==> config.mk <==
export PLATFORM = sky130hd
export DESIGN_NAME = uram_read_streamer
export DESIGN_NICKNAME = d
export VERILOG_FILES = /design/src/rtl/uram_read_streamer.sv
export SDC_FILE = /design/constraint.sdc
export NUM_CORES = 1
export LEC_CHECK = 0
export ABC_AREA = 1
export BUFFER_PORTS_ARGS = -buffer_cell sky130_fd_sc_hd__buf_2
export CORE_UTILIZATION = 40
export DETAILED_ROUTE_END_ITERATION = 16
export HOLD_SLACK_MARGIN = 0.06
export PLACE_DENSITY = 0.66
export SYNTH_ARGS = -nofsm -noshare
export SYNTH_HDL_FRONTEND = slang
export SYNTH_SLANG_ARGS = --single-unit
==> constraint.sdc <==
create_clock -name clock -period 3 [get_ports clock]
set_clock_uncertainty 0.2 [all_clocks]
set_input_delay 0.3 -clock clock [delete_from_list [all_inputs] [get_ports clock]]
set_output_delay 0.3 -clock clock [all_outputs]
set_load 0.01 [all_outputs]
==> src/rtl/uram_read_streamer.sv <==
// uram_read_streamer: valid/ready read front end for the fixed-latency URAM read port; ports clock/reset, req_valid/req_ready/req_addr in, rsp_valid/rsp_ready/rsp_data out, mem_raddr/mem_dout to the wrapper; define URAM_READ_BYPASS_EN for empty-FIFO bypass
module uram_read_streamer #(
  parameter int DATA_WIDTH    = 64,
  parameter int ADDRESS_WIDTH = 12,
  parameter int READ_LATENCY  = 2,
  parameter int FIFO_DEPTH    = 4
) (
  input  logic                     clock,
  input  logic                     reset,
  input  logic                     req_valid,
  output logic                     req_ready,
  input  logic [ADDRESS_WIDTH-1:0] req_addr,
  output logic                     rsp_valid,
  input  logic                     rsp_ready,
  output logic [DATA_WIDTH-1:0]    rsp_data,
  output logic [ADDRESS_WIDTH-1:0] mem_raddr,
  input  logic [DATA_WIDTH-1:0]    mem_dout
);
  localparam int PW = $clog2(FIFO_DEPTH);
  localparam int CW = $clog2(FIFO_DEPTH + 1);
  logic [READ_LATENCY-1:0] vpipe_q, vpipe_d;
  logic [READ_LATENCY:0]   vsh;
  logic [PW-1:0]           wptr_q, wptr_d, rptr_q, rptr_d;
  logic [CW-1:0]           fifo_cnt_q, fifo_cnt_d, infl_q, infl_d;
  logic [DATA_WIDTH-1:0]   fifo_mem [FIFO_DEPTH];
  logic                    accept, capture, wr_en, pop, not_empty;
`ifdef URAM_READ_BYPASS_EN
  logic                    byp;
`endif
  assign mem_raddr = req_addr;
  always_comb begin
    req_ready = (infl_q + fifo_cnt_q) < CW'(FIFO_DEPTH);
    accept    = req_valid & req_ready;
    capture   = vpipe_q[READ_LATENCY-1];
    not_empty = fifo_cnt_q != '0;
`ifdef URAM_READ_BYPASS_EN
    byp       = capture & ~not_empty;
    rsp_valid = not_empty | byp;
    rsp_data  = not_empty ? fifo_mem[rptr_q] : byp ? mem_dout : '0;
    wr_en     = capture & ~(byp & rsp_ready);
    pop       = not_empty & rsp_ready;
`else
    rsp_valid = not_empty;
    rsp_data  = not_empty ? fifo_mem[rptr_q] : '0;
    wr_en     = capture;
    pop       = not_empty & rsp_ready;
`endif
    vsh        = {vpipe_q, accept};
    vpipe_d    = vsh[READ_LATENCY-1:0];
    infl_d     = infl_q + CW'(accept) - CW'(capture);
    fifo_cnt_d = fifo_cnt_q + CW'(wr_en) - CW'(pop);
    wptr_d     = wr_en ? (wptr_q == PW'(FIFO_DEPTH - 1) ? '0 : wptr_q + 1'b1) : wptr_q;
    rptr_d     = pop ? (rptr_q == PW'(FIFO_DEPTH - 1) ? '0 : rptr_q + 1'b1) : rptr_q;
  end
  always_ff @(posedge clock) begin
    if (reset) begin
      vpipe_q    <= '0;
      wptr_q     <= '0;
      rptr_q     <= '0;
      fifo_cnt_q <= '0;
      infl_q     <= '0;
    end else begin
      vpipe_q    <= vpipe_d;
      wptr_q     <= wptr_d;
      rptr_q     <= rptr_d;
      fifo_cnt_q <= fifo_cnt_d;
      infl_q     <= infl_d;
    end
  end
  always_ff @(posedge clock) begin
    if (wr_en) fifo_mem[wptr_q] <= mem_dout;
  end
endmodule

**Word-level counts from Yosys, hierarchy flattened**

Memories as Yosys holds them, arrays and structs flattened. A register that Yosys moved wholly into a read port is not among the register bits.
Index checks and enable logic that the tools add are counted.

- Register bits after elaboration: 12
- RAM bits: 256
- Memories: 1
- Bits of input ports: 80
- Word-level logic and storage cells: 26
- Output and inout port bits: 78

- Eq/ne operators: 2
- Add/sub/neg operators: 7
- Order comparisons: 1
- Reduce and logical (&&, ||, !) cells: 1
- Multiplexer cells: 7
- Bitwise gates (word level): 2

Memories:

| memory | depth | width | read ports | clocked after memory_dff | write ports | line | source |
|---|---|---|---|---|---|---|---|
| fifo_mem | 4 | 64 | 1 | 1 | 1 | 25 | `logic [DATA_WIDTH-1:0] fifo_mem [FIFO_DEPTH];` |

Operators by type and width:

| operator | number |
|---|---|
| 2-to-1 mux 64 bit | 1 |
| 2-to-1 mux 2 bit | 4 |
| adder 3 x 1 -> 3 bit | 2 |
| subtractor 3 x 1 -> 3 bit | 2 |
| adder 2 x 1 -> 2 bit, second input constant | 2 |
| == test 2 bit, second input constant | 2 |
| adder 3 bit | 1 |
| less-than comparator 3 bit, second input constant | 1 |
| nonzero test 3 bit | 1 |
| bitwise AND 1 bit | 2 |
| 2-to-1 mux 1 bit | 2 |

**Logic depth before layout (Yosys ltp)**

Gate-level depths: netlist of run 1.

- Word-level depth: 5
- Gate-level depth with buffers: 14
- Depth with buffers taken out: 14

**Worst setup path before layout of run 1**

Ideal clock, no wire load.

- Kind: register to register
- From: register wptr_q[0]
- To: memory fifo_mem[3][0], enable pin
- Period minus slack after synthesis: 2,469 ps
- Setup slack: 531 ps
- Arrival: 1,851 ps
- Required time: 2,382 ps
- Setup time: 418 ps
- Buffers on the path: 0
- Stages on the path, launching flop included: 4
- Cell sequence: dfxtp_1 -> ha_1 -> nand2_1 -> inv_1

RTL lines:

| what | line | source |
|---|---|---|
| from (decl) | 23 | `logic [PW-1:0] wptr_q, wptr_d, rptr_q, rptr_d;` |
| from (signal assigned) | 64 | `wptr_q <= wptr_d;` |
| to (decl) | 25 |  |

No word-level cell before the write port.

==> results.py, run 1 <==
metrics = {
    "detailed_routing": {
        "vias": 6932,
        "viasPerCell": 4.93,
        "first_pass_iters": 10,
        "drt-initial-drc-count": 474,
        "wl_per_cell_um": 16.3,
        "ant_nets": 0,
        "drc": 11,
        "drt_wl_total_mm": 23.0,
    },
    "setup_path": {
        "r2r_start": "infl_q[1]",
        "r2r-end": "infl_q[2]",
        "worstPathCellList": "buf_16 > nor2_1 > nor2_1 > o21ai_0 > a21oi_1 > buf_2",
        "critical_path_class": "reg2out",
        "rrSetupSlack_ps": 460,
        "crit_arrival_ps": 2330,
        "path_delay_family": "flip-flops",
        "crit_required_ps": 2500,
        "rr_worst_depth": 14,
        "start_kind": "register",
        "crit_buf_inv": 2,
        "max_stage_delay_ps": 620,
        "end_kind": "output pin",
        "critPathMaxFanout": 96,
        "path_common_cell": "nor2_1",
        "cpMaxStageDelayCell": "dfxtp_4",
    },
    "clock_tree": {
        "cts_buffers": 29,
        "cts_tree": "done",
        "cts_root_buf": "clkbuf_16",
        "clockBufferDepth": 3,
        "htree_levels": 1,
        "clock_sinks": 270,
        "clkLatencyLatePin_ps": 530,
        "clkTransAtPathRegs_ps": 60,
    },
    "pwr": {
        "power.total_uw": 11700,
        "p_leak_uw": 0.00493,
        "power_density_nw_per_um2": 874,
        "peakVddDrop_mv": 0.478,
    },
    "sta": {
        "tns_ps": 0,
        "slew_headroom_pct": 59.2,
        "finalCritPeriodShare_pct": 94.2,
        "hold_viol": 0,
        "grt_setup_unrepaired": "no",
        "drv_slew": 0,
        "setup_violations": 0,
        "min_period_ps": 2830,
        "worstMarginPinSlew_ps": 611,
        "holdWs_ps": 202,
        "max_freq_mhz": 354,
    },
    "synthesis": {
        "post_synth_instance_area_um2": 10700,
        "netlist_instances": 863,
        "yosys_warnings": 0,
        "synth-seq-cells": 270,
        "yosysSeqAreaShare_pct": 74.1,
        "avgSynthCellArea_um2": 12.5,
        "syn_nets": 955,
        "synth_cell_types": 20,
    },
    "floorplanning": {
        "die-area_um2": 27500,
        "die_h_um": 166,
        "die_width_um": 166,
        "start_util_pct": 41.0,
        "fp-row-count": 59,
        "design.core.area_um2": 26200,
        "io_pins": 158,
    },
    "placed_design": {
        "dpl.cell_count": 1286,
        "gp_congestion": 0.726,
        "hpwlAfterDp_mm": 12.3,
        "portBuffers": 133,
    },
    "finish": {
        "drive_gt1_share_pct": 18.7,
        "antennaDiodeCount": 0,
        "fin_util_pct": 51.0,
        "final_nets": 1141,
        "n_fill_cell": 2196,
        "syn2layout_area_growth_pct": 24.2,
        "ff_latch_area_um2": 7970,
        "final_cells": 1405,
        "multi_input_area_um2": 2290,
    },
    "global_routing": {
        "antenna_found_initial": 0,
        "grt_overflow": 0,
        "grt_use_total_pct": 16.7,
        "first_global_vias": 6884,
        "grt_first_pass_wirelength_mm": 36.5,
        "grt_max_degree": 97,
    },
    "hold_path": {
        "hold_path_depth": 2,
        "hold_end": "vpipe_q[1]",
        "min_from": "vpipe_q[0]",
        "min_path_type": "reg2reg",
    },
    "status": {
        "status": "finished with violations",
        "violations": "design-rule violations",
    },
    "run": {
        "cap_violations": 0,
    },
}
## flip-flops by register name, summed over array words and instances (netlist names), named ones only
| signal | count |
|---|---|
| fifo_mem | 256 |
| wptr_q | 2 |
| rptr_q | 2 |
| fifo_cnt_q | 3 |
| infl_q | 3 |
| vpipe_q | 2 |
## cell usage in the layout, fill, tap and decap left out, types with 3 or more instances in the layout
cell type	netlist	layout
buf_4	17	6
buf_12	0	8
edfxtp_1	256	256
o21ai_1	10	10
ha_1	10	10
bufinv_16	0	6
a21oi_1	67	67
buf_2	14	133
clkbuf_16	0	29
inv_1	25	21
nand2_1	17	17
nor2_1	268	268
clkbuf_1	14	6
nand3_1	5	5
clkinv_2	0	8
dlygate4sd3_1	0	67
o21ai_0	121	121
clkinv_1	0	3
dfxtp_1	14	12
## repair_timing
action	in CTS	in global routing
buffers inserted	0	0
setup endpoints to repair	0	25
hold buffers	67	0
endpoints found under the hold margin	270	0
resized for setup	0	2
## cell type report
cell class,instances,share of cell area (%)
Tap cell,335,3.14
Sequential cell,270,59.7
Clock buffer,35,5.60
Timing Repair Buffer,215,11.8
Multi-Input combinational cell,505,17.1
Clock inverter,17,1.84
Inverter,28,0.843
## kinds of logic after synthesis
family | Yosys count | share of synthesized area, %
AOI/OAI and AO/OA | 198 | 9.22
buffers and inverters | 88 | 4.60
DFF | 270 | 74.1
xor gates and xnor gates | 2 | 0.163
and+or+nand+nor | 293 | 10.3
adders and majority gates | 12 | 1.54
## worst reg2reg max path, delay by kind of cell, from the launching register on
kind	cells	cell delay (ps)
buffers and inverters	2	100
adder cells (fa/ha/maj)	4	1050
XOR/XNOR	1	190
AND/OR/NAND/NOR	7	510
flip-flops	1	400
## worst max path at each step
| stage | from | to | cells past startpoint |
|---|---|---|---|
| after floorplan | wptr_q[0] | fifo_mem[3][0] | 3 |
| after global placement | infl_q[1] | infl_q[2] | 14 |
| after detailed placement | infl_q[1] | infl_q[2] | 14 |
| after CTS | register | rsp_data[53] | 5 |
| after global routing | register | rsp_data[43] | 6 |
| final | register | rsp_data[61] | 6 |
## synth_stat cells
master	instances	area share (%)
a21oi_1	67	3.1
clkbuf_1	14	0.49
buf_2	14	0.65
nand3_1	5	0.23
o21ai_1	10	0.47
nor3_1	1	0.047
inv_2	3	0.10
nor2_1	268	9.4
nand2_1	17	0.59
fa_1	2	0.37
xor2_1	2	0.16
buf_6	11	1.2
edfxtp_1	256	72
buf_4	17	1.2
o21ai_0	121	5.6
ha_1	10	1.2
dfxtp_1	14	2.6
and2_1	2	0.12
inv_1	25	0.87
buf_1	4	0.14
## metrics by stage
stage | area, um^2 | worst slack [ps]
5_1_grt | 13400 | 24.5
4_1_cts | 13300 | 89.2
3_3_place_gp | 11700 | 529
6_report | 13400 | 175
2_1_floorplan | 10700 | 531
3_5_place_dp | 11700 | 474
## layer usage
metal / vias to the layer above / wire, um / track usage, %
met4: 0 / 460 / 4.84
li1: 3382 / - / -
met1: 3354 / 10300 / 21.6
met5: - / 0 / 0
met3: 44 / 1040 / 2.55
met2: 152 / 11200 / 28.9
## where the power goes
part	internal (uW)	leakage (uW)	switching, uW
Combinational	1260	0.00202	2290
Clock	2290	0.000483	1400
Sequential	4310	0.00243	127
No activity file was read; power rests on OpenSTA's default activity.
==> run 2: changes to the inputs <==
--- a/config.mk
+++ b/config.mk
@@ -5,7 +5,6 @@
 export SDC_FILE = /design/constraint.sdc
 export NUM_CORES = 1
 export LEC_CHECK = 0
-export ABC_AREA = 1
 export BUFFER_PORTS_ARGS = -buffer_cell sky130_fd_sc_hd__buf_2
 export CORE_UTILIZATION = 40
 export DETAILED_ROUTE_END_ITERATION = 16
==> results.py, run 2 <==
metrics = {
    "status": {
        "status": "completed",
    },
    "finish": {
        "ff_latch_area_um2": 7980,
        "largest_reg_flops": 256,
        "syn2layout_area_growth_pct": 24.5,
        "layout_common_cells": "256 x edfxtp_1, 133 x buf_2, 69 x dlygate4sd3_1, 65 x and2_1, 60 x mux4_2",
        "final_nets": 790,
        "top_regs": "fifo_mem: 256 flops, fifo_cnt_q: 3 flops, infl_q: 3 flops",
        "multi_input_area_um2": 2250,
        "final_cells": 1049,
        "layout_commonest_cell": "edfxtp_1",
        "n_fill_cell": 2029,
        "top_register": "fifo_mem",
        "drive_gt1_share_pct": 35.1,
    },
    "pwr": {
        "p_switching_uw": 2740,
        "internal-power_uw": 7540,
        "power_density_nw_per_um2": 785,
        "peakVddDrop_mv": 0.626,
        "pwr-share-comb_pct": 24.3,
        "netSwitchingFraction_pct": 26.7,
        "seqPwrFrac_pct": 42.8,
        "pwr-share-clk_pct": 32.9,
        "power.total_uw": 10300,
        "p_leak_uw": 0.00456,
    },
    "setup_path": {
        "critPathMaxFanout": 3,
        "critical_path.startpoint": "infl_q[1]",
        "worstPathCellList": "ha_1 > a31oi_1 > xnor2_1 > nand2_1 > ha_1 > inv_1 > ha_1 > inv_1 > fa_1 > xor2_1 > and2_1 > nor3_1",
        "crit_arrival_ps": 3050,
        "rr_worst_depth": 12,
        "cpMaxStageDelayCell": "dfxtp_1",
        "path_common_cell": "ha_1",
        "crit_path_end": "infl_q[2]",
        "max_stage_delay_ps": 420,
        "r2r-end": "infl_q[2]",
        "crit_buf_inv": 2,
        "cp.depth": 12,
        "r2r_start": "infl_q[1]",
        "start_kind": "register",
        "crit_required_ps": 3250,
        "rrSetupSlack_ps": 200,
        "critical_path_class": "reg2reg",
        "end_kind": "register",
        "path_delay_family": "adder cells",
    },
    "sta": {
        "drv_slew": 0,
        "slew_headroom_pct": 51.7,
        "worst_slack_ps": 202,
        "finalCritPeriodShare_pct": 93.3,
        "min_period_ps": 2800,
        "hold_viol": 0,
        "grt_setup_unrepaired": "no",
        "tns_ps": 0,
        "worstMarginPinSlew_ps": 725,
        "setup_violations": 0,
        "holdWs_ps": 262,
        "max_freq_mhz": 357,
    },
    "synthesis": {
        "yosysSeqAreaShare_pct": 75.7,
        "post_synth_instance_area_um2": 10500,
        "yosys.area.top_type_share_pct": 73.1,
        "post-synth-top-count-cell": "edfxtp_1",
        "syn_nets": 579,
        "yosys_warnings": 0,
        "avgSynthCellArea_um2": 21.6,
        "synth_edf_count": 256,
        "ys_async_sr_fraction_pct": 0,
        "synth_top_area_cell": "edfxtp_1",
        "synth-seq-cells": 270,
        "synth_cell_types": 27,
        "synth_common_cells": "256 x edfxtp_1, 69 x and2_1, 60 x mux4_2",
        "netlist_instances": 487,
        "synth_area_leaders": "edfxtp_1 73%, mux4_2 13%, and2_1 4.1%",
        "ys.flop_type": "edfxtp_1",
    },
    "global_routing": {
        "grt_use_total_pct": 14.9,
        "grt_first_pass_wirelength_mm": 30.3,
        "antenna_found_initial": 1,
        "grt_max_degree": 67,
        "first_global_vias": 5560,
        "grt_overflow": 0,
    },
    "clock_tree": {
        "clkLatencyLatePin_ps": 520,
        "cts_tree": "done",
        "post_cts_buffers": 0,
        "clockBufferDepth": 3,
        "htree_levels": 1,
        "cts_buffers": 29,
        "clkTransAtPathRegs_ps": 60,
        "cts_root_buf": "clkbuf_16",
        "clock_sinks": 270,
    },
    "detailed_routing": {
        "drt-initial-drc-count": 315,
        "wl_per_cell_um": 18.4,
        "first_pass_iters": 4,
        "drc": 0,
        "vias": 5188,
        "ant_nets": 0,
        "drt_wl_total_mm": 19.3,
        "viasPerCell": 4.95,
    },
    "floorplanning": {
        "die_width_um": 164,
        "die-area_um2": 27000,
        "io_pins": 158,
        "fp-row-count": 58,
        "start_util_pct": 41.3,
        "die_h_um": 164,
        "design.core.area_um2": 25500,
    },
    "hold_path": {
        "min_path_type": "reg2reg",
    },
    "placed_design": {
        "portBuffers": 133,
        "gp_congestion": 0.706,
        "hpwlAfterDp_mm": 11.7,
        "dpl.cell_count": 928,
        "place_ws_ps": 220,
    },
    "run": {
        "cap_violations": 0,
    },
}
## run 2: final cells by class
class	instances	share of cell area [%]
diodes	1	0.0191
clock buffers	33	5.66
clock inverters	18	1.31
inverters	9	0.258
multi-input cells	174	17.2
flip-flops and latches	270	60.9
well taps	330	3.15
repair buffers	214	11.5
## run 2: repair_timing
action	4_1_cts	5_1_grt
gates resized for setup	0	1
endpoints found under the setup margin	0	26
hold buffers	69	0
endpoints found under the hold margin	270	0
## run 2: worst min path at each step
stage,start,end,slack [ps],cells past startpoint
2_1_floorplan,reset,vpipe_q[1],170,1
3_3_place_gp,vpipe_q[0],vpipe_q[1],230,1
3_5_place_dp,vpipe_q[0],vpipe_q[1],260,1
4_1_cts,vpipe_q[0],vpipe_q[1],260,1
5_1_grt,vpipe_q[0],vpipe_q[1],260,1
6_report,vpipe_q[0],vpipe_q[1],260,1
## run 2: stage by stage
stage	utilization, %	instance area (um^2)
detailed placement	45.1	11500
global route	51.4	13100
finish	51.4	13100
floorplan	-	10500
global placement	45.1	11500
CTS	51.4	13100
## run 2: worst register-to-register path: stages (launching register included)
cell,delay [ps]
dfxtp_1,420
ha_1,260
a31oi_1,200
xnor2_1,200
nand2_1,110
ha_1,280
inv_1,60
ha_1,120
inv_1,50
fa_1,380
xor2_1,160
and2_1,160
nor3_1,120
## run 2: layer usage
layer	track usage, %	vias up	part of all wire [%]
met5	0	-	0
met4	3.75	0	1.6
met3	2.70	29	5.5
met2	25.3	146	49
met1	19.7	2667	43
li1	-	2346	-
## run 2: power by group through the flow
| stage | Clock [uW] | Sequential, uW | Combinational (uW) |
|---|---|---|---|
| after floorplan | 0 | 4410 | 1720 |
| after global placement | 0 | 4470 | 2430 |
| after detailed placement | 0 | 4490 | 2480 |
| after CTS | 3480 | 4410 | 2570 |
| after global routing | 3630 | 4420 | 2770 |
| final | 3380 | 4400 | 2490 |
## run 2: kinds of logic (layout without fill, tap and decap cells)
logic type               Yosys count  after routing  share of synthesized area [%]
other                              0              1                              0
AND/OR/NAND/NOR                   87             87                           4.96
buffers and inverters             43            274                           3.05
multiplexers                      66             66                           14.0
AO/OA/AOI/OAI                      4              4                          0.226
XOR/XNOR                           5              5                          0.416
adder cells (fa/ha/maj)           12             12                           1.57
flip-flops                       270            270                           75.7
==> run 3: changes to the inputs <==
--- a/config.mk
+++ b/config.mk
@@ -7,6 +7,7 @@
 export LEC_CHECK = 0
 export BUFFER_PORTS_ARGS = -buffer_cell sky130_fd_sc_hd__buf_2
 export CORE_UTILIZATION = 40
+export CTS_BUF_LIST = sky130_fd_sc_hd__clkbuf_16
 export DETAILED_ROUTE_END_ITERATION = 16
 export HOLD_SLACK_MARGIN = 0.06
 export PLACE_DENSITY = 0.66
==> results.py, run 3 (synthesized netlist as in run 2, its figures left out) <==
metrics = {
    "hold_path": {
        "min_path_type": "reg2reg",
    },
    "clock_tree": {
        "clock_sinks": 270,
        "htree_levels": 1,
        "cts_buffers": 29,
        "cts_tree": "done",
        "clkTransAtPathRegs_ps": 60,
        "clkLatencyLatePin_ps": 520,
        "cts_root_buf": "clkbuf_16",
        "clockBufferDepth": 3,
    },
    "pwr": {
        "pwr-share-comb_pct": 24.3,
        "pwr-share-clk_pct": 32.8,
        "peakVddDrop_mv": 0.624,
        "internal-power_uw": 7520,
        "p_leak_uw": 0.00457,
        "power.total_uw": 10300,
        "p_switching_uw": 2740,
        "power_density_nw_per_um2": 784,
        "netSwitchingFraction_pct": 26.7,
        "seqPwrFrac_pct": 42.9,
    },
    "detailed_routing": {
        "ant_nets": 0,
        "drt-initial-drc-count": 315,
        "vias": 5165,
        "wl_per_cell_um": 18.5,
        "viasPerCell": 4.92,
        "drt_wl_total_mm": 19.4,
        "drc": 0,
        "first_pass_iters": 4,
    },
    "finish": {
        "final_nets": 790,
        "top_regs": "fifo_mem: 256 flops, fifo_cnt_q: 3 flops, infl_q: 3 flops",
        "top_register": "fifo_mem",
        "fin_area_um2": 13100,
        "syn2layout_area_growth_pct": 24.5,
        "drive_gt1_share_pct": 35.1,
        "fin_util_pct": 51.4,
        "layout_commonest_cell": "edfxtp_1",
        "final_cells": 1049,
        "layout_common_cells": "256 x edfxtp_1, 133 x buf_2, 69 x dlygate4sd3_1, 65 x and2_1, 60 x mux4_2",
        "largest_reg_flops": 256,
    },
    "setup_path": {
        "start_kind": "register",
        "crit_arrival_ps": 3040,
        "crit_required_ps": 3250,
        "critical_path_class": "reg2reg",
        "end_kind": "register",
        "critPathMaxFanout": 3,
    },
    "global_routing": {
        "grt_use_total_pct": 14.9,
        "grt_overflow": 0,
        "antenna_found_initial": 1,
        "grt_max_degree": 67,
        "first_global_vias": 5560,
        "grt_first_pass_wirelength_mm": 30.3,
    },
    "floorplanning": {
        "start_util_pct": 41.3,
        "die_width_um": 164,
        "design.core.area_um2": 25500,
        "fp-row-count": 58,
        "die_h_um": 164,
        "io_pins": 158,
        "die-area_um2": 27000,
    },
    "placed_design": {
        "hpwlAfterDp_mm": 11.7,
        "portBuffers": 133,
        "placed_area_um2": 11500,
        "gp_congestion": 0.706,
        "dpl.cell_count": 928,
    },
    "sta": {
        "worstMarginPinSlew_ps": 724,
        "hold_viol": 0,
        "finalCritPeriodShare_pct": 93.3,
        "setup_violations": 0,
        "min_period_ps": 2800,
        "max_freq_mhz": 357,
        "slew_headroom_pct": 51.7,
        "drv_slew": 0,
        "grt_setup_unrepaired": "no",
        "tns_ps": 0,
    },
    "run": {
        "cap_violations": 0,
    },
    "status": {
        "status": "completed",
    },
}
[run 3: repair_timing]
action                     in CTS  in global routing
hold endpoints to repair      270                  0
buffers inserted                0                  0
setup endpoints to repair       0                 28
hold buffers                   69                  0
gates resized for setup         0                  1
[run 3: power by group through the flow]
stage	Combinational, uW	Clock (uW)	Sequential (uW)
6_report	2500	3370	4400
4_1_cts	2570	3460	4410
3_5_place_dp	2480	0	4490
5_1_grt	2770	3620	4420
2_1_floorplan	1720	0	4410
3_3_place_gp	2430	0	4470
[run 3: path summary, 6_finish.rpt]
| path | to | depth (start not counted) | startpoint | slack [ps] |
|---|---|---|---|---|
| setup / recovery | infl_q[2] | 12 | infl_q[1] | 200 |
| hold / removal | vpipe_q[1] | 1 | vpipe_q[0] | 260 |
| setup reg to reg | infl_q[2] | 12 | infl_q[1] | 200 |
| hold reg to reg | vpipe_q[1] | 1 | vpipe_q[0] | 260 |
[run 3: metal layers]
layer / wire [um] / part of all wire, % / track usage, % / up-vias
li1: - / - / - / 2346
met1: 8510 / 44 / 19.7 / 2654
met2: 9570 / 49 / 25.3 / 136
met3: 1000 / 5.2 / 2.70 / 29
met4: 302 / 1.6 / 3.75 / 0
met5: 0 / 0 / 0 / -
[run 3: layout make-up]
cell class / instances / area, um^2
clock buffers: 29 / 726
fillers: 2029 / 12400
multi-input cells: 174 / 2250
repair buffers: 214 / 1510
clock inverters: 22 / 186
diodes: 1 / 2.50
well taps: 330 / 413
flip-flops and latches: 270 / 7980
inverters: 9 / 33.8
[run 3: metrics by stage]
stage,hold slack [ps],worst slack (ps)
after floorplan,172,317
after global placement,225,384
after detailed placement,264,220
after CTS,259,34.0
after global routing,260,42.1
final,262,202
[run 3: worst max-delay path: stages, from the launching register on]
cell,delay (ps)
dfxtp_1,420
ha_1,260
a31oi_1,200
xnor2_1,200
nand2_1,110
ha_1,280
inv_1,60
ha_1,120
inv_1,50
fa_1,380
xor2_1,160
and2_1,160
nor3_1,120
